==> config.mk <==
export PLATFORM = sky130hd
export DESIGN_NAME = jkff_divergence_monitor
export DESIGN_NICKNAME = d
export VERILOG_FILES = /design/src/rtl/jkff_mon_pkg.sv /design/src/rtl/bit_sync.sv /design/src/rtl/jkff_divergence_monitor.sv
export SDC_FILE = /design/constraint.sdc
export NUM_CORES = 1
export LEC_CHECK = 0
export ABC_AREA = 0
export CAP_MARGIN = 20
export CORE_MARGIN = 2
export CORE_UTILIZATION = 40
export CTS_CLUSTER_DIAMETER = 200
export CTS_CLUSTER_SIZE = 16
export DETAILED_ROUTE_END_ITERATION = 10
export GPL_ROUTABILITY_DRIVEN = 0
export PLACE_DENSITY_LB_ADDON = 0.12
export SYNTH_ARGS = -nofsm -noshare
export SYNTH_HDL_FRONTEND = slang
export SYNTH_SLANG_ARGS = --single-unit
export TNS_END_PERCENT = 50
==> constraint.sdc <==
create_clock -name CLK -period 2.8 [get_ports CLK]
set_input_delay 0.84 -clock CLK [delete_from_list [all_inputs] [get_ports CLK]]
set_output_delay 0.84 -clock CLK [all_outputs]
set_load 0.005 [all_outputs]
==> src/rtl/jkff_mon_pkg.sv <==
// Shared types and defaults for the JK flip-flop divergence monitor.
// The state encoding is visible on the STATE port, so the values are fixed.
package jkff_mon_pkg;

  typedef enum logic [1:0] {
    ST_MATCH   = 2'd0,
    ST_SUSPECT = 2'd1,
    ST_ALARM   = 2'd2
  } mon_state_e;

  localparam int RUN_W              = 8;
  localparam int DEF_CNT_W          = 8;
  localparam int DEF_MISMATCH_LIMIT = 3;

endpackage

==> src/rtl/bit_sync.sv <==
// N-stage single-bit flop chain with synchronous active-low reset.
// Both monitor inputs use the same depth so their aligned values line up.
module bit_sync #(
  parameter int STAGES = 2
) (
  input  logic clk_i,
  input  logic rst_ni,
  input  logic d_i,
  output logic q_o
);

  logic [STAGES-1:0] chain_q;

  always_ff @(posedge clk_i) begin
    if (!rst_ni) begin
      chain_q <= '0;
    end else begin
      chain_q <= {chain_q[STAGES-2:0], d_i};
    end
  end

  assign q_o = chain_q[STAGES-1];

endmodule

==> src/rtl/jkff_divergence_monitor.sv <==
// Aligns the synchronous and asynchronous JK outputs, counts their transitions
// and raises a sticky alarm when they disagree for MISMATCH_LIMIT cycles.
module jkff_divergence_monitor #(
  parameter int CNT_W          = jkff_mon_pkg::DEF_CNT_W,
  parameter int SYNC_STAGES    = 2,
  parameter int MISMATCH_LIMIT = jkff_mon_pkg::DEF_MISMATCH_LIMIT
) (
  input  logic             CLK,
  input  logic             RESET,
  input  logic             Q_sync,
  input  logic             Q_async,
  input  logic             CLEAR,
  output logic [CNT_W-1:0] EDGE_CNT_SYNC,
  output logic [CNT_W-1:0] EDGE_CNT_ASYNC,
  output logic             MISMATCH,
  output logic             ALARM,
  output logic [1:0]       STATE
);

  import jkff_mon_pkg::*;

  localparam logic [RUN_W-1:0] RUN_LIMIT = RUN_W'(MISMATCH_LIMIT);
  localparam logic [CNT_W-1:0] CNT_MAX   = '1;

  logic a_sync;
  logic a_async;
  logic hist_sync_q;
  logic hist_async_q;
  logic tr_sync;
  logic tr_async;
  logic diff;

  logic [CNT_W-1:0] cnt_sync_q;
  logic [CNT_W-1:0] cnt_sync_d;
  logic [CNT_W-1:0] cnt_async_q;
  logic [CNT_W-1:0] cnt_async_d;
  logic             mismatch_q;
  logic [RUN_W-1:0] run_q;
  mon_state_e       state_q;
  logic             alarm_q;

  bit_sync #(.STAGES(SYNC_STAGES)) u_sync_q (
    .clk_i  (CLK),
    .rst_ni (RESET),
    .d_i    (Q_sync),
    .q_o    (a_sync)
  );

  bit_sync #(.STAGES(SYNC_STAGES)) u_async_q (
    .clk_i  (CLK),
    .rst_ni (RESET),
    .d_i    (Q_async),
    .q_o    (a_async)
  );

  assign tr_sync  = a_sync  ^ hist_sync_q;
  assign tr_async = a_async ^ hist_async_q;
  assign diff     = a_sync  ^ a_async;

  // CLEAR wins over a same-cycle transition; counters stick at all-ones.
  always_comb begin
    cnt_sync_d  = cnt_sync_q;
    cnt_async_d = cnt_async_q;
    if (CLEAR) begin
      cnt_sync_d  = '0;
      cnt_async_d = '0;
    end else begin
      if (tr_sync && (cnt_sync_q != CNT_MAX)) begin
        cnt_sync_d = cnt_sync_q + CNT_W'(1);
      end
      if (tr_async && (cnt_async_q != CNT_MAX)) begin
        cnt_async_d = cnt_async_q + CNT_W'(1);
      end
    end
  end

  always_ff @(posedge CLK) begin
    if (!RESET) begin
      hist_sync_q  <= 1'b0;
      hist_async_q <= 1'b0;
      cnt_sync_q   <= '0;
      cnt_async_q  <= '0;
      mismatch_q   <= 1'b0;
    end else begin
      hist_sync_q  <= a_sync;
      hist_async_q <= a_async;
      cnt_sync_q   <= cnt_sync_d;
      cnt_async_q  <= cnt_async_d;
      mismatch_q   <= diff;
    end
  end

  // Run length and state advance together; ALARM is registered from the next state.
  always_ff @(posedge CLK) begin
    if (!RESET || CLEAR) begin
      run_q   <= '0;
      state_q <= ST_MATCH;
      alarm_q <= 1'b0;
    end else begin
      if (!diff) begin
        run_q <= '0;
      end else if (run_q != RUN_LIMIT) begin
        run_q <= run_q + RUN_W'(1);
      end

      case (state_q)
        ST_MATCH: begin
          if (diff && (MISMATCH_LIMIT == 1)) begin
            state_q <= ST_ALARM;
            alarm_q <= 1'b1;
          end else if (diff) begin
            state_q <= ST_SUSPECT;
            alarm_q <= 1'b0;
          end else begin
            state_q <= ST_MATCH;
            alarm_q <= 1'b0;
          end
        end
        ST_SUSPECT: begin
          if (!diff) begin
            state_q <= ST_MATCH;
            alarm_q <= 1'b0;
          end else if ((run_q + RUN_W'(1)) == RUN_LIMIT) begin
            state_q <= ST_ALARM;
            alarm_q <= 1'b1;
          end else begin
            state_q <= ST_SUSPECT;
            alarm_q <= 1'b0;
          end
        end
        ST_ALARM: begin
          state_q <= ST_ALARM;
          alarm_q <= 1'b1;
        end
        default: begin
          state_q <= ST_MATCH;
          alarm_q <= 1'b0;
        end
      endcase
    end
  end

  assign EDGE_CNT_SYNC  = cnt_sync_q;
  assign EDGE_CNT_ASYNC = cnt_async_q;
  assign MISMATCH       = mismatch_q;
  assign ALARM          = alarm_q;
  assign STATE          = state_q;

endmodule

==> report_table.html, run 1 <==
<table>
<tr><th>Metric</th><th>Value</th></tr>
<tr><th colspan="2">Final layout</th></tr>
<tr><td>Area of all placed cells without fillers</td><td>0.00198 mm2</td></tr>
<tr><td>Fill cell instance count of the final layout</td><td>approximately 360</td></tr>
<tr><td>Area growth from synthesis to layout</td><td>25.8%</td></tr>
<tr><td>Storage element area</td><td>681 um2</td></tr>
<tr><td>Antenna cell count</td><td>0</td></tr>
<tr><td>Layout cell share with drive strength beyond 1</td><td>0.0594</td></tr>
<tr><td>Final Net Count</td><td>214</td></tr>
<tr><td>Core Util, Final</td><td>0.532</td></tr>
<tr><td>Total area of multi-input combinational cells</td><td>852 um2</td></tr>
<tr><th colspan="2">Worst setup path</th></tr>
<tr><td>R2r setup slk</td><td>1020 ps</td></tr>
<tr><td>WP buf/inv</td><td>1</td></tr>
<tr><td>Worst setup path start</td><td>EDGE_CNT_ASYNC[3]</td></tr>
<tr><td>Crit path max fanout</td><td>6</td></tr>
<tr><td>Type of element launching the critical path</td><td>flop</td></tr>
<tr><td>Worst reg2reg path depth</td><td>5</td></tr>
<tr><td>Required time of the worst setup path</td><td>1960 ps</td></tr>
<tr><td>Biggest cell delay along the critical path</td><td>around 550 ps</td></tr>
<tr><td>Worst R2R End</td><td>ALARM</td></tr>
<tr><td>Capturing element type of the critical path</td><td>primary output</td></tr>
<tr><td>Startpoint of the lowest-slack register-to-register path</td><td>run_q[0]</td></tr>
<tr><td>Slowest CP cell</td><td>clkdlybuf4s50_1</td></tr>
<tr><td>Cell class contributing the biggest share of worst-path delay</td><td>buffers and inverters</td></tr>
<tr><td>Worst Path Arrival</td><td>1270 ps</td></tr>
<tr><td>Worst Setup Path Type</td><td>reg2out</td></tr>
<tr><td>Chain of cells forming the critical path</td><td>clkdlybuf4s50_1</td></tr>
<tr><th colspan="2">Min path</th></tr>
<tr><td>Hold/Removal Path Class</td><td>reg2reg</td></tr>
<tr><td>Cell depth of the worst hold path</td><td>1</td></tr>
<tr><td>Worst Min Path Start</td><td>u_async_q.chain_q[0]</td></tr>
<tr><td>Hold endpoint</td><td>u_async_q.chain_q[1]</td></tr>
<tr><th colspan="2">Floorplanning</th></tr>
<tr><td>Die Outline Area</td><td>0.00445 mm2</td></tr>
<tr><td>Die span in x</td><td>between 60 and 70 um</td></tr>
<tr><td>Number of cell rows</td><td>22</td></tr>
<tr><td>Initial cell density of the core</td><td>0.423</td></tr>
<tr><td>IO Count</td><td>25</td></tr>
<tr><td>Standard cell core area</td><td>0.00372 mm2</td></tr>
<tr><td>Die height</td><td>66.7 um</td></tr>
<tr><th colspan="2">Clocking</th></tr>
<tr><td>Hold buffers post-CTS</td><td>0</td></tr>
<tr><td>Cts bufs inserted</td><td>5</td></tr>
<tr><td>Master cell of the clock root buffer</td><td>clkbuf_8</td></tr>
<tr><td>Insertion delay to the later sink of the worst-skew pair</td><td>280 ps</td></tr>
<tr><td>Post-cts resize count</td><td>0</td></tr>
<tr><td>Total number of clock tree sinks</td><td>34</td></tr>
<tr><td>Post-CTS Setup Bufs</td><td>0</td></tr>
<tr><td>Reg clk slew, reported paths</td><td>approximately 60 ps</td></tr>
<tr><td>Max H-tree Level</td><td>2</td></tr>
<tr><td>Clock tree from TritonCTS</td><td>done</td></tr>
<tr><td>Number of buffers between clock root and the deepest sink</td><td>2</td></tr>
<tr><th colspan="2">Timing</th></tr>
<tr><td>Min Tclk post-route</td><td>2110 ps</td></tr>
<tr><td>Setup-failing EPs final</td><td>0</td></tr>
<tr><td>RSZ-0062 raised after global routing</td><td>no</td></tr>
<tr><td>Final hold slack</td><td>about 440 ps</td></tr>
<tr><td>Slew headroom</td><td>0.696</td></tr>
<tr><td>Clock tree skew after final layout</td><td>between 10 and 15 ps</td></tr>
<tr><td>Ratio of final minimum period to clock period</td><td>0.753</td></tr>
<tr><td>Final-report hold violation count</td><td>0</td></tr>
<tr><td>Measured slew at the worst slew-check pin</td><td>455 ps</td></tr>
<tr><td>Achievable clock frequency</td><td>474 MHz</td></tr>
<tr><td>Sum of negative setup slack</td><td>0 ps</td></tr>
<tr><td>Final number of max-transition violations</td><td>0</td></tr>
<tr><th colspan="2">Global route</th></tr>
<tr><td>Remaining global-route overflow</td><td>0</td></tr>
<tr><td>Maximum number of pins on one net before global-route repair</td><td>15</td></tr>
<tr><td>Combined global-route utilization of all metal layers</td><td>0.154</td></tr>
<tr><td>Number of antenna violations at the first check in global routing</td><td>0</td></tr>
<tr><td>Number of global-route vias before repair</td><td>1,154</td></tr>
<tr><td>Wire length of the first global-routing pass</td><td>5180 um</td></tr>
<tr><th colspan="2">Yosys</th></tr>
<tr><td>Top FF cell, synth</td><td>dfxtp_1</td></tr>
<tr><td>Number of distinct standard cells referenced by the synthesized netlist</td><td>36</td></tr>
<tr><td>Post-synth top cells</td><td>dfxtp_1 (34), nor2_1 (22), nand3_1 (12)</td></tr>
<tr><td>Share of synthesized registers carrying an async set or reset</td><td>0</td></tr>
<tr><td>Synth area leaders</td><td>dfxtp_1 (43%), ha_1 (6.4%), xor2_1 (6.1%)</td></tr>
<tr><td>Largest area contributor in the netlist</td><td>dfxtp_1</td></tr>
<tr><td>Synthesized cell area</td><td>0.00157 mm2</td></tr>
<tr><td>Number of nets produced by synthesis</td><td>between 150 and 200</td></tr>
<tr><td>Share of the synthesized area in the top cell type</td><td>0.433</td></tr>
<tr><td>Count of flip-flops with a built-in enable after synthesis</td><td>0</td></tr>
<tr><td>Synthesized flop and latch total</td><td>34</td></tr>
<tr><td>Number of standard cells after synthesis</td><td>172</td></tr>
<tr><td>Syn Area/Cell</td><td>9.14 um2</td></tr>
<tr><td>Number of warnings issued by yosys</td><td>0</td></tr>
<tr><td>Most repeated cell in the gate-level netlist after synthesis</td><td>dfxtp_1</td></tr>
<tr><td>Sequential area share after synthesis</td><td>0.433</td></tr>
<tr><th colspan="2">Drt</th></tr>
<tr><td>Routed wirelength normalized by instance count</td><td>12.2 um</td></tr>
<tr><td>Number of remaining DRC errors</td><td>0</td></tr>
<tr><td>First-pass DRT Iterations</td><td>4</td></tr>
<tr><td>Wirelength, routed</td><td>3050 um</td></tr>
<tr><td>Count of routing violations after the opening detailed-route iteration</td><td>73</td></tr>
<tr><td>Vias after detailed routing</td><td>1,292</td></tr>
<tr><td>Vias per cell</td><td>5.17</td></tr>
<tr><td>Final ANT Viol Nets</td><td>0</td></tr>
<tr><th colspan="2">Status</th></tr>
<tr><td>Result of the run</td><td>finished, final reports clean</td></tr>
<tr><th colspan="2">Job</th></tr>
<tr><td>Max-capacitance violation count</td><td>0</td></tr>
<tr><th colspan="2">Power</th></tr>
<tr><td>Standby leakage power</td><td>0.727 nW</td></tr>
<tr><td>Largest vdd supply drop</td><td>477 uV</td></tr>
<tr><td>Power Density</td><td>486 mW/mm2</td></tr>
<tr><th colspan="2">Placed design</th></tr>
<tr><td>Input/output buffers</td><td>24</td></tr>
<tr><td>Detailed placement HPWL</td><td>2240 um</td></tr>
<tr><td>Cell Area, Placed</td><td>0.00187 mm2</td></tr>
</table>
## stage by stage
stage | instances | power (mW) | setup WS [ps]
after floorplan | 172 | 0.527 | 1060
after global placement | 242 | 0.545 | 580
after detailed placement | 242 | 0.546 | 525
after CTS | 250 | 0.978 | 678
after global routing | 250 | 1.01 | 627
final | 250 | 0.962 | 692
## metal layers
layer | share of wire | wire length, um | global-route usage | vias up
met2 | 0.45 | 1380 | 0.230 | 30
met4 | 0.013 | 40 | 0.0689 | 0
li1 | - | - | - | 659
met1 | 0.49 | 1490 | 0.205 | 598
met3 | 0.046 | 139 | 0.0439 | 5
met5 | 0 | 0 | 0 | -
## power breakdown
part	switching [mW]	internal [mW]	leakage, nW	total [mW]
clock network	0.161	0.266	0.0524	0.427
logic	0.0194	0.0201	0.399	0.0395
registers	0.00520	0.490	0.275	0.495
## how the worst max path moves through the flow
stage	cells after the start	to
global placement	4	EDGE_CNT_ASYNC[7]
floorplan	4	EDGE_CNT_ASYNC[7]
CTS	1	EDGE_CNT_SYNC[5]
detailed placement	4	EDGE_CNT_SYNC[7]
finish	1	EDGE_CNT_ASYNC[3]
global route	1	EDGE_CNT_ASYNC[3]
## flip-flops by register name (all words and copies together), names as in the netlist, 2 cells and up
signal / cells
EDGE_CNT_ASYNC: 8
EDGE_CNT_SYNC: 8
run_q: 8
STATE: 2
u_async_q.chain_q: 2
u_sync_q.chain_q: 2
## final cells by class
type	instances	area share
sequential	34	0.344
inverter	6	0.0114
clock inverter	1	0.0152
tap	48	0.0304
timing repair buffer	26	0.129
clock buffer	7	0.0386
multi-input combinational	128	0.431
## layout by cell type, fill, tap and decap left out, types with 3 or more instances in the layout
| master | instances |
|---|---|
| o21ai_0 | 4 |
| and2_1 | 6 |
| nor2_1 | 22 |
| nand2b_1 | 4 |
| o211ai_1 | 4 |
| nand3_1 | 12 |
| nor3_1 | 5 |
| nand4_1 | 8 |
| clkdlybuf4s50_1 | 24 |
| nand2_1 | 9 |
| inv_1 | 6 |
| ha_1 | 8 |
| xnor2_1 | 6 |
| mux2i_1 | 4 |
| xor2_1 | 11 |
| and3_1 | 3 |
| clkbuf_8 | 5 |
| dfxtp_1 | 34 |
## cell families (layout without fill, tap and decap cells)
group	count (synthesis)	in the layout	share of synthesized area
simple gates	76	76	0.243
xor+xnor	18	18	0.105
mux	4	4	0.0255
fa+ha+maj	8	8	0.0637
compound gates	22	22	0.105
flops	34	34	0.433
buf+inv	10	40	0.0247
Note: power is estimated with default switching activity, not from simulation.
==> inputs of run 2 (changes only) <==
clock period = 2.1 ns   (was 2.8 ns; I/O delays follow)
==> run 2 against run 1 <==
Against the previous run:
- register-to-register slack got worse by 630 ps
- highest routed layer unchanged
- wire length increased by 1.2%
- sequential power is 33% higher
- die area is the same
- combinational power grew 42%
- critical path depth unchanged
- clock-buffer cell count did not move
- largest power group unchanged
- non-clock buffer count up 4
==> report_table.html, run 2 (same netlist as run 1, synthesis figures left out) <==
<table>
<tr><th>Metric</th><th>Value</th></tr>
<tr><th colspan="2">Status</th></tr>
<tr><td>Result of the run</td><td>finished, final reports clean (unchanged)</td></tr>
<tr><th colspan="2">Timing</th></tr>
<tr><td>Measured slew at the worst slew-check pin</td><td>473 ps (was 455 ps)</td></tr>
<tr><td>Clock tree skew after final layout</td><td>3.36 ps (was 10.3 ps)</td></tr>
<tr><td>Final number of max-transition violations</td><td>0 (unchanged)</td></tr>
<tr><td>Setup-failing EPs final</td><td>0 (unchanged)</td></tr>
<tr><td>Achievable clock frequency</td><td>527 MHz</td></tr>
<tr><td>Ratio of final minimum period to clock period</td><td>0.904</td></tr>
<tr><td>RSZ-0062 raised after global routing</td><td>no (unchanged)</td></tr>
<tr><td>Final-report hold violation count</td><td>0 (unchanged)</td></tr>
<tr><td>Min Tclk post-route</td><td>1900 ps</td></tr>
<tr><td>Slew headroom</td><td>0.683 (was 0.696)</td></tr>
<tr><td>Sum of negative setup slack</td><td>0 ps (unchanged)</td></tr>
<tr><th colspan="2">Clocking</th></tr>
<tr><td>Clock tree from TritonCTS</td><td>done (unchanged)</td></tr>
<tr><td>Number of buffers between clock root and the deepest sink</td><td>2 (unchanged)</td></tr>
<tr><td>Reg clk slew, reported paths</td><td>60 ps (about the same)</td></tr>
<tr><td>Hold buffers post-CTS</td><td>0 (unchanged)</td></tr>
<tr><td>Insertion delay to the later sink of the worst-skew pair</td><td>280 ps (about the same)</td></tr>
<tr><td>Master cell of the clock root buffer</td><td>clkbuf_8 (unchanged)</td></tr>
<tr><td>Cts bufs inserted</td><td>5 (unchanged)</td></tr>
<tr><td>Max H-tree Level</td><td>2 (unchanged)</td></tr>
<tr><td>Post-CTS Setup Bufs</td><td>0 (unchanged)</td></tr>
<tr><td>Post-cts resize count</td><td>0 (unchanged)</td></tr>
<tr><td>Total number of clock tree sinks</td><td>34 (unchanged)</td></tr>
<tr><th colspan="2">Worst setup path</th></tr>
<tr><td>Chain of cells forming the critical path</td><td>clkdlybuf4s50_1 (unchanged)</td></tr>
<tr><td>Capturing element type of the critical path</td><td>primary output (unchanged)</td></tr>
<tr><td>Slowest CP cell</td><td>clkdlybuf4s50_1 (unchanged)</td></tr>
<tr><td>Worst Path Arrival</td><td>1270 ps (about the same)</td></tr>
<tr><td>Biggest cell delay along the critical path</td><td>550 ps (about the same)</td></tr>
<tr><td>Worst Setup Path Type</td><td>reg2out (unchanged)</td></tr>
<tr><td>Required time of the worst setup path</td><td>1470 ps (was 1960 ps)</td></tr>
<tr><td>WP buf/inv</td><td>1 (unchanged)</td></tr>
<tr><td>Crit path max fanout</td><td>6 (unchanged)</td></tr>
<tr><td>Type of element launching the critical path</td><td>flop (unchanged)</td></tr>
<tr><td>Cell class contributing the biggest share of worst-path delay</td><td>buffers and inverters (unchanged)</td></tr>
<tr><th colspan="2">Floorplanning</th></tr>
<tr><td>Initial cell density of the core</td><td>0.423 (unchanged)</td></tr>
<tr><td>Die span in x</td><td>66.7 um (unchanged)</td></tr>
<tr><td>IO Count</td><td>25 (unchanged)</td></tr>
<tr><td>Die height</td><td>66.7 um (unchanged)</td></tr>
<tr><td>Number of cell rows</td><td>22 (unchanged)</td></tr>
<tr><td>Die Outline Area</td><td>0.00445 mm2 (unchanged)</td></tr>
<tr><td>Standard cell core area</td><td>0.00372 mm2 (unchanged)</td></tr>
<tr><th colspan="2">Final layout</th></tr>
<tr><td>Leading cell type in the layout, fill and taps excluded</td><td>dfxtp_1 (unchanged)</td></tr>
<tr><td>Area of all placed cells without fillers</td><td>0.00198 mm2 (unchanged)</td></tr>
<tr><td>Most frequent cells in the layout</td><td>dfxtp_1 (34), clkdlybuf4s50_1 (24), nor2_1 (22) (unchanged)</td></tr>
<tr><td>Area growth from synthesis to layout</td><td>25.8% (unchanged)</td></tr>
<tr><td>Final Net Count</td><td>218 (was 214)</td></tr>
<tr><td>Antenna cell count</td><td>0 (unchanged)</td></tr>
<tr><td>Layout cell share with drive strength beyond 1</td><td>0.0732 (was 0.0594)</td></tr>
<tr><th colspan="2">Min path</th></tr>
<tr><td>Hold/Removal Path Class</td><td>reg2reg (unchanged)</td></tr>
<tr><th colspan="2">Global route</th></tr>
<tr><td>Number of global-route vias before repair</td><td>1,246 (was 1,154)</td></tr>
<tr><td>Combined global-route utilization of all metal layers</td><td>0.160 (was 0.154)</td></tr>
<tr><td>Maximum number of pins on one net before global-route repair</td><td>10 (was 15)</td></tr>
<tr><td>Remaining global-route overflow</td><td>0 (unchanged)</td></tr>
<tr><td>Number of antenna violations at the first check in global routing</td><td>0 (unchanged)</td></tr>
<tr><td>Wire length of the first global-routing pass</td><td>5310 um (was 5180 um)</td></tr>
<tr><th colspan="2">Power</th></tr>
<tr><td>Overall Power</td><td>1.15 mW (was 962 uW)</td></tr>
<tr><td>Power Density</td><td>583 mW/mm2 (was 486 mW/mm2)</td></tr>
<tr><td>Largest vdd supply drop</td><td>337 uV (was 477 uV)</td></tr>
<tr><td>Standby leakage power</td><td>0.732 nW (was 0.727 nW)</td></tr>
<tr><th colspan="2">Drt</th></tr>
<tr><td>Final ANT Viol Nets</td><td>0 (unchanged)</td></tr>
<tr><td>First-pass DRT Iterations</td><td>4 (unchanged)</td></tr>
<tr><td>Routed wirelength normalized by instance count</td><td>12.2 um (about the same)</td></tr>
<tr><td>Number of remaining DRC errors</td><td>0 (unchanged)</td></tr>
<tr><td>Count of routing violations after the opening detailed-route iteration</td><td>69 (was 73)</td></tr>
<tr><td>Vias per cell</td><td>5.12 (was 5.17)</td></tr>
<tr><td>Vias after detailed routing</td><td>1,296 (was 1,292)</td></tr>
<tr><td>Wirelength, routed</td><td>3090 um (was 3050 um)</td></tr>
<tr><th colspan="2">Placed design</th></tr>
<tr><td>Input/output buffers</td><td>24 (unchanged)</td></tr>
<tr><td>Cell Area, Placed</td><td>0.00190 mm2 (was 0.00187 mm2)</td></tr>
<tr><td>Detailed placement HPWL</td><td>2360 um (was 2240 um)</td></tr>
<tr><th colspan="2">Job</th></tr>
<tr><td>Max-capacitance violation count</td><td>0 (unchanged)</td></tr>
</table>
[run 2: path summary, 6_finish.rpt]
check / cells past startpoint / slack, ps / from / to
max: 1 / 200 / EDGE_CNT_ASYNC[4] / EDGE_CNT_ASYNC[4]
min: 1 / 430 / u_sync_q.chain_q[0] / u_sync_q.chain_q[1]
max reg2reg: 5 / 390 / run_q[0] / ALARM
min reg2reg: 1 / 430 / u_sync_q.chain_q[0] / u_sync_q.chain_q[1]
[run 2: routing by layer]
layer  routed length [um]  global-route usage  vias to the layer above
li1                     -                   -                      667
met1                 1480               0.198                      593
met2                 1420               0.240                       29
met3                  127              0.0456                        7
met4                   68               0.105                        0
met5                    0                   0                        -
[run 2: area by class of cell]
class | count | area [um2]
Timing Repair Buffer | 30 | 285
Inverter | 6 | 22.5
Tap cell | 48 | 60.1
Sequential cell | 34 | 681
Clock buffer | 7 | 76.3
Multi-Input combinational cell | 128 | 852
Fill cell | 361 | 1740
[run 2: where the power goes]
| part | internal (mW) | leakage [nW] | switching (mW) |
|---|---|---|---|
| registers | 0.654 | 0.275 | 0.00688 |
| logic | 0.0299 | 0.418 | 0.0261 |
| clock network | 0.228 | 0.0383 | 0.209 |
| total | 0.911 | 0.732 | 0.242 |
[run 2: stage by stage]
| stage | setup slack (ps) | cells | util | hold WS, ps |
|---|---|---|---|---|
| after floorplan | 481 | 172 | - | 412 |
| after global placement | 226 | 246 | 0.511 | 420 |
| after detailed placement | 198 | 246 | 0.511 | 422 |
| after CTS | 186 | 253 | 0.532 | 437 |
| after global routing | 132 | 253 | 0.532 | 442 |
| final | 202 | 253 | 0.532 | 432 |
==> inputs of run 3 (changes only) <==
REMOVE_ABC_BUFFERS = 1   (was unset)
==> run 3 against run 2 <==
Against the previous run:
- setup slack worse by 26 ps
- flip-flop and latch count unchanged
- core utilization increased by 0.77 points
- critical path depth stayed put
- clock skew rose by 5.1 ps
- power is 15% higher
- via count up 1.9%
- first-iteration DRC count is 93% higher
- die area did not move
- hold slack better by 5.1 ps
- final cell count fell by 0.40%
- sequential share of layout area down 0.49 points
==> report_table.html, run 3 (same netlist as run 1, synthesis figures left out) <==
<table>
<tr><th>Metric</th><th>Value</th></tr>
<tr><th colspan="2">Power</th></tr>
<tr><td>Switching power total</td><td>260 uW (was 242 uW)</td></tr>
<tr><td>Largest vdd supply drop</td><td>460 uV (was 337 uV)</td></tr>
<tr><td>Switching fraction of total power</td><td>0.197 (was 0.210)</td></tr>
<tr><td>Clock share of power</td><td>0.459 (was 0.379)</td></tr>
<tr><td>Power Density</td><td>659 mW/mm2 (was 583 mW/mm2)</td></tr>
<tr><td>Internal</td><td>1.06 mW (was 911 uW)</td></tr>
<tr><td>Sequential power share</td><td>0.499 (was 0.573)</td></tr>
<tr><td>Comb power frac</td><td>0.042 (was 0.049)</td></tr>
<tr><td>Overall Power</td><td>1.32 mW (was 1.15 mW)</td></tr>
<tr><td>Standby leakage power</td><td>0.746 nW (was 0.732 nW)</td></tr>
<tr><th colspan="2">Timing</th></tr>
<tr><td>Final worst setup slack</td><td>176 ps (was 202 ps)</td></tr>
<tr><td>Ratio of final minimum period to clock period</td><td>0.916 (was 0.904)</td></tr>
<tr><td>Achievable clock frequency</td><td>520 MHz (was 527 MHz)</td></tr>
<tr><td>RSZ-0062 raised after global routing</td><td>no (unchanged)</td></tr>
<tr><td>Slew headroom</td><td>0.684 (was 0.683)</td></tr>
<tr><td>Setup-failing EPs final</td><td>0 (unchanged)</td></tr>
<tr><td>Final number of max-transition violations</td><td>0 (unchanged)</td></tr>
<tr><td>Measured slew at the worst slew-check pin</td><td>472 ps (was 473 ps)</td></tr>
<tr><td>Min Tclk post-route</td><td>1920 ps (was 1900 ps)</td></tr>
<tr><td>Clock tree skew after final layout</td><td>8.48 ps (was 3.36 ps)</td></tr>
<tr><td>Final-report hold violation count</td><td>0 (unchanged)</td></tr>
<tr><td>Sum of negative setup slack</td><td>0 ps (unchanged)</td></tr>
<tr><td>Final hold slack</td><td>437 ps (was 432 ps)</td></tr>
<tr><th colspan="2">Worst setup path</th></tr>
<tr><td>Chain of cells forming the critical path</td><td>clkdlybuf4s50_1 (unchanged)</td></tr>
<tr><td>WP buf/inv</td><td>1 (unchanged)</td></tr>
<tr><td>Slowest CP cell</td><td>clkdlybuf4s50_1 (unchanged)</td></tr>
<tr><td>R2r setup slk</td><td>470 ps (was 390 ps)</td></tr>
<tr><td>Biggest cell delay along the critical path</td><td>550 ps (about the same)</td></tr>
<tr><td>Worst reg2reg path depth</td><td>5 (unchanged)</td></tr>
<tr><td>Capturing element type of the critical path</td><td>primary output (unchanged)</td></tr>
<tr><td>Worst Path Arrival</td><td>1290 ps (was 1270 ps)</td></tr>
<tr><td>Worst Setup Path Type</td><td>reg2out (unchanged)</td></tr>
<tr><td>Required time of the worst setup path</td><td>1470 ps (about the same)</td></tr>
<tr><td>Type of element launching the critical path</td><td>flop (unchanged)</td></tr>
<tr><td>Cell class contributing the biggest share of worst-path delay</td><td>buffers and inverters (unchanged)</td></tr>
<tr><td>Crit path max fanout</td><td>6 (unchanged)</td></tr>
<tr><td>Critical Path Stages</td><td>1 (unchanged)</td></tr>
<tr><th colspan="2">Min path</th></tr>
<tr><td>Hold/Removal Path Class</td><td>reg2reg (unchanged)</td></tr>
<tr><td>Cell depth of the worst hold path</td><td>1 (unchanged)</td></tr>
<tr><th colspan="2">Final layout</th></tr>
<tr><td>Layout cell share with drive strength beyond 1</td><td>0.0784 (was 0.0732)</td></tr>
<tr><td>Most frequent cells in the layout</td><td>dfxtp_1 (34), clkdlybuf4s50_1 (24), nor2_1 (22) (unchanged)</td></tr>
<tr><td>Final Net Count</td><td>217 (was 218)</td></tr>
<tr><td>Leading cell type in the layout, fill and taps excluded</td><td>dfxtp_1 (unchanged)</td></tr>
<tr><td>Fill cell instance count of the final layout</td><td>363 (was 361)</td></tr>
<tr><td>Core Util, Final</td><td>0.540 (was 0.532)</td></tr>
<tr><td>Area of all placed cells without fillers</td><td>0.00201 mm2 (was 0.00198 mm2)</td></tr>
<tr><td>Antenna cell count</td><td>0 (unchanged)</td></tr>
<tr><td>Area growth from synthesis to layout</td><td>27.6% (was 25.8%)</td></tr>
<tr><td>Number of non-filler instances in the completed layout</td><td>252 (was 253)</td></tr>
<tr><th colspan="2">Clocking</th></tr>
<tr><td>Insertion delay to the later sink of the worst-skew pair</td><td>290 ps (was 280 ps)</td></tr>
<tr><td>Number of buffers between clock root and the deepest sink</td><td>2 (unchanged)</td></tr>
<tr><td>Clock tree from TritonCTS</td><td>done (unchanged)</td></tr>
<tr><td>Hold buffers post-CTS</td><td>0 (unchanged)</td></tr>
<tr><td>Cts bufs inserted</td><td>5 (unchanged)</td></tr>
<tr><td>Post-CTS Setup Bufs</td><td>0 (unchanged)</td></tr>
<tr><td>Reg clk slew, reported paths</td><td>60 ps (about the same)</td></tr>
<tr><td>Total number of clock tree sinks</td><td>34 (unchanged)</td></tr>
<tr><td>Max H-tree Level</td><td>2 (unchanged)</td></tr>
<tr><td>Master cell of the clock root buffer</td><td>clkbuf_8 (unchanged)</td></tr>
<tr><td>Post-cts resize count</td><td>0 (unchanged)</td></tr>
<tr><th colspan="2">Floorplanning</th></tr>
<tr><td>Die span in x</td><td>66.7 um (unchanged)</td></tr>
<tr><td>Standard cell core area</td><td>0.00372 mm2 (unchanged)</td></tr>
<tr><td>Die height</td><td>66.7 um (unchanged)</td></tr>
<tr><td>IO Count</td><td>25 (unchanged)</td></tr>
<tr><td>Initial cell density of the core</td><td>0.423 (unchanged)</td></tr>
<tr><td>Number of cell rows</td><td>22 (unchanged)</td></tr>
<tr><td>Die Outline Area</td><td>0.00445 mm2 (unchanged)</td></tr>
<tr><th colspan="2">Placed design</th></tr>
<tr><td>Total placed cells including tap cells</td><td>245 (was 246)</td></tr>
<tr><td>Detailed placement HPWL</td><td>2320 um (was 2360 um)</td></tr>
<tr><td>Input/output buffers</td><td>24 (unchanged)</td></tr>
<tr><td>Cell Area, Placed</td><td>0.00189 mm2 (was 0.00190 mm2)</td></tr>
<tr><td>Worst setup timing slack at the placement stage</td><td>177 ps (was 198 ps)</td></tr>
<tr><th colspan="2">Drt</th></tr>
<tr><td>First-pass DRT Iterations</td><td>4 (unchanged)</td></tr>
<tr><td>Vias per cell</td><td>5.24 (was 5.12)</td></tr>
<tr><td>Vias after detailed routing</td><td>1,321 (was 1,296)</td></tr>
<tr><td>Routed wirelength normalized by instance count</td><td>12.4 um (was 12.2 um)</td></tr>
<tr><td>Final ANT Viol Nets</td><td>0 (unchanged)</td></tr>
<tr><td>Wirelength, routed</td><td>3130 um (was 3090 um)</td></tr>
<tr><td>Number of remaining DRC errors</td><td>0 (unchanged)</td></tr>
<tr><td>Count of routing violations after the opening detailed-route iteration</td><td>133 (was 69)</td></tr>
<tr><th colspan="2">Job</th></tr>
<tr><td>Max-capacitance violation count</td><td>0 (unchanged)</td></tr>
<tr><th colspan="2">Global route</th></tr>
<tr><td>Wire length of the first global-routing pass</td><td>5510 um (was 5310 um)</td></tr>
<tr><td>Combined global-route utilization of all metal layers</td><td>0.168 (was 0.160)</td></tr>
<tr><td>Remaining global-route overflow</td><td>0 (unchanged)</td></tr>
<tr><td>Maximum number of pins on one net before global-route repair</td><td>11 (was 10)</td></tr>
<tr><td>Number of global-route vias before repair</td><td>1,289 (was 1,246)</td></tr>
<tr><td>Number of antenna violations at the first check in global routing</td><td>0 (unchanged)</td></tr>
<tr><th colspan="2">Status</th></tr>
<tr><td>Result of the run</td><td>finished, final reports clean (unchanged)</td></tr>
</table>
[run 3: cell count changes in the layout (fill, tap and decap cells not counted), sizes merged]
cell    before  now
bufinv       0    1
buf          6    5
clkbuf       7    6
[run 3: layer usage]
layer	vias to the layer above	share of wire	wire length (um)	global-route usage
met5	-	0	0	0
met1	614	0.46	1440	0.203
met3	5	0.058	181	0.0574
li1	668	-	-	-
met2	34	0.46	1440	0.260
met4	0	0.019	59	0.0918
[run 3: area by class of cell]
type | count | area (um2) | share of cell area
clock buffer | 6 | 82.6 | 0.0412
clock inverter | 1 | 30.0 | 0.0150
inverter | 6 | 22.5 | 0.0112
multi-input combinational | 128 | 852 | 0.425
sequential | 34 | 681 | 0.339
tap | 48 | 60.1 | 0.0299
timing repair buffer | 29 | 278 | 0.138
[run 3: worst paths after layout]
path,startpoint,end
min,u_sync_q.chain_q[0],u_sync_q.chain_q[1]
min reg2reg,u_sync_q.chain_q[0],u_sync_q.chain_q[1]
max,EDGE_CNT_ASYNC[3],EDGE_CNT_ASYNC[3]
max reg2reg,run_q[0],ALARM
[run 3: power groups by stage]
stage,clock [mW],sequential (mW),combinational [mW]
2_1_floorplan,0,0.674,0.0273
3_3_place_gp,0,0.674,0.0544
3_5_place_dp,0,0.675,0.0554
4_1_cts,0.630,0.660,0.0559
5_1_grt,0.659,0.660,0.0616
6_report,0.607,0.660,0.0552
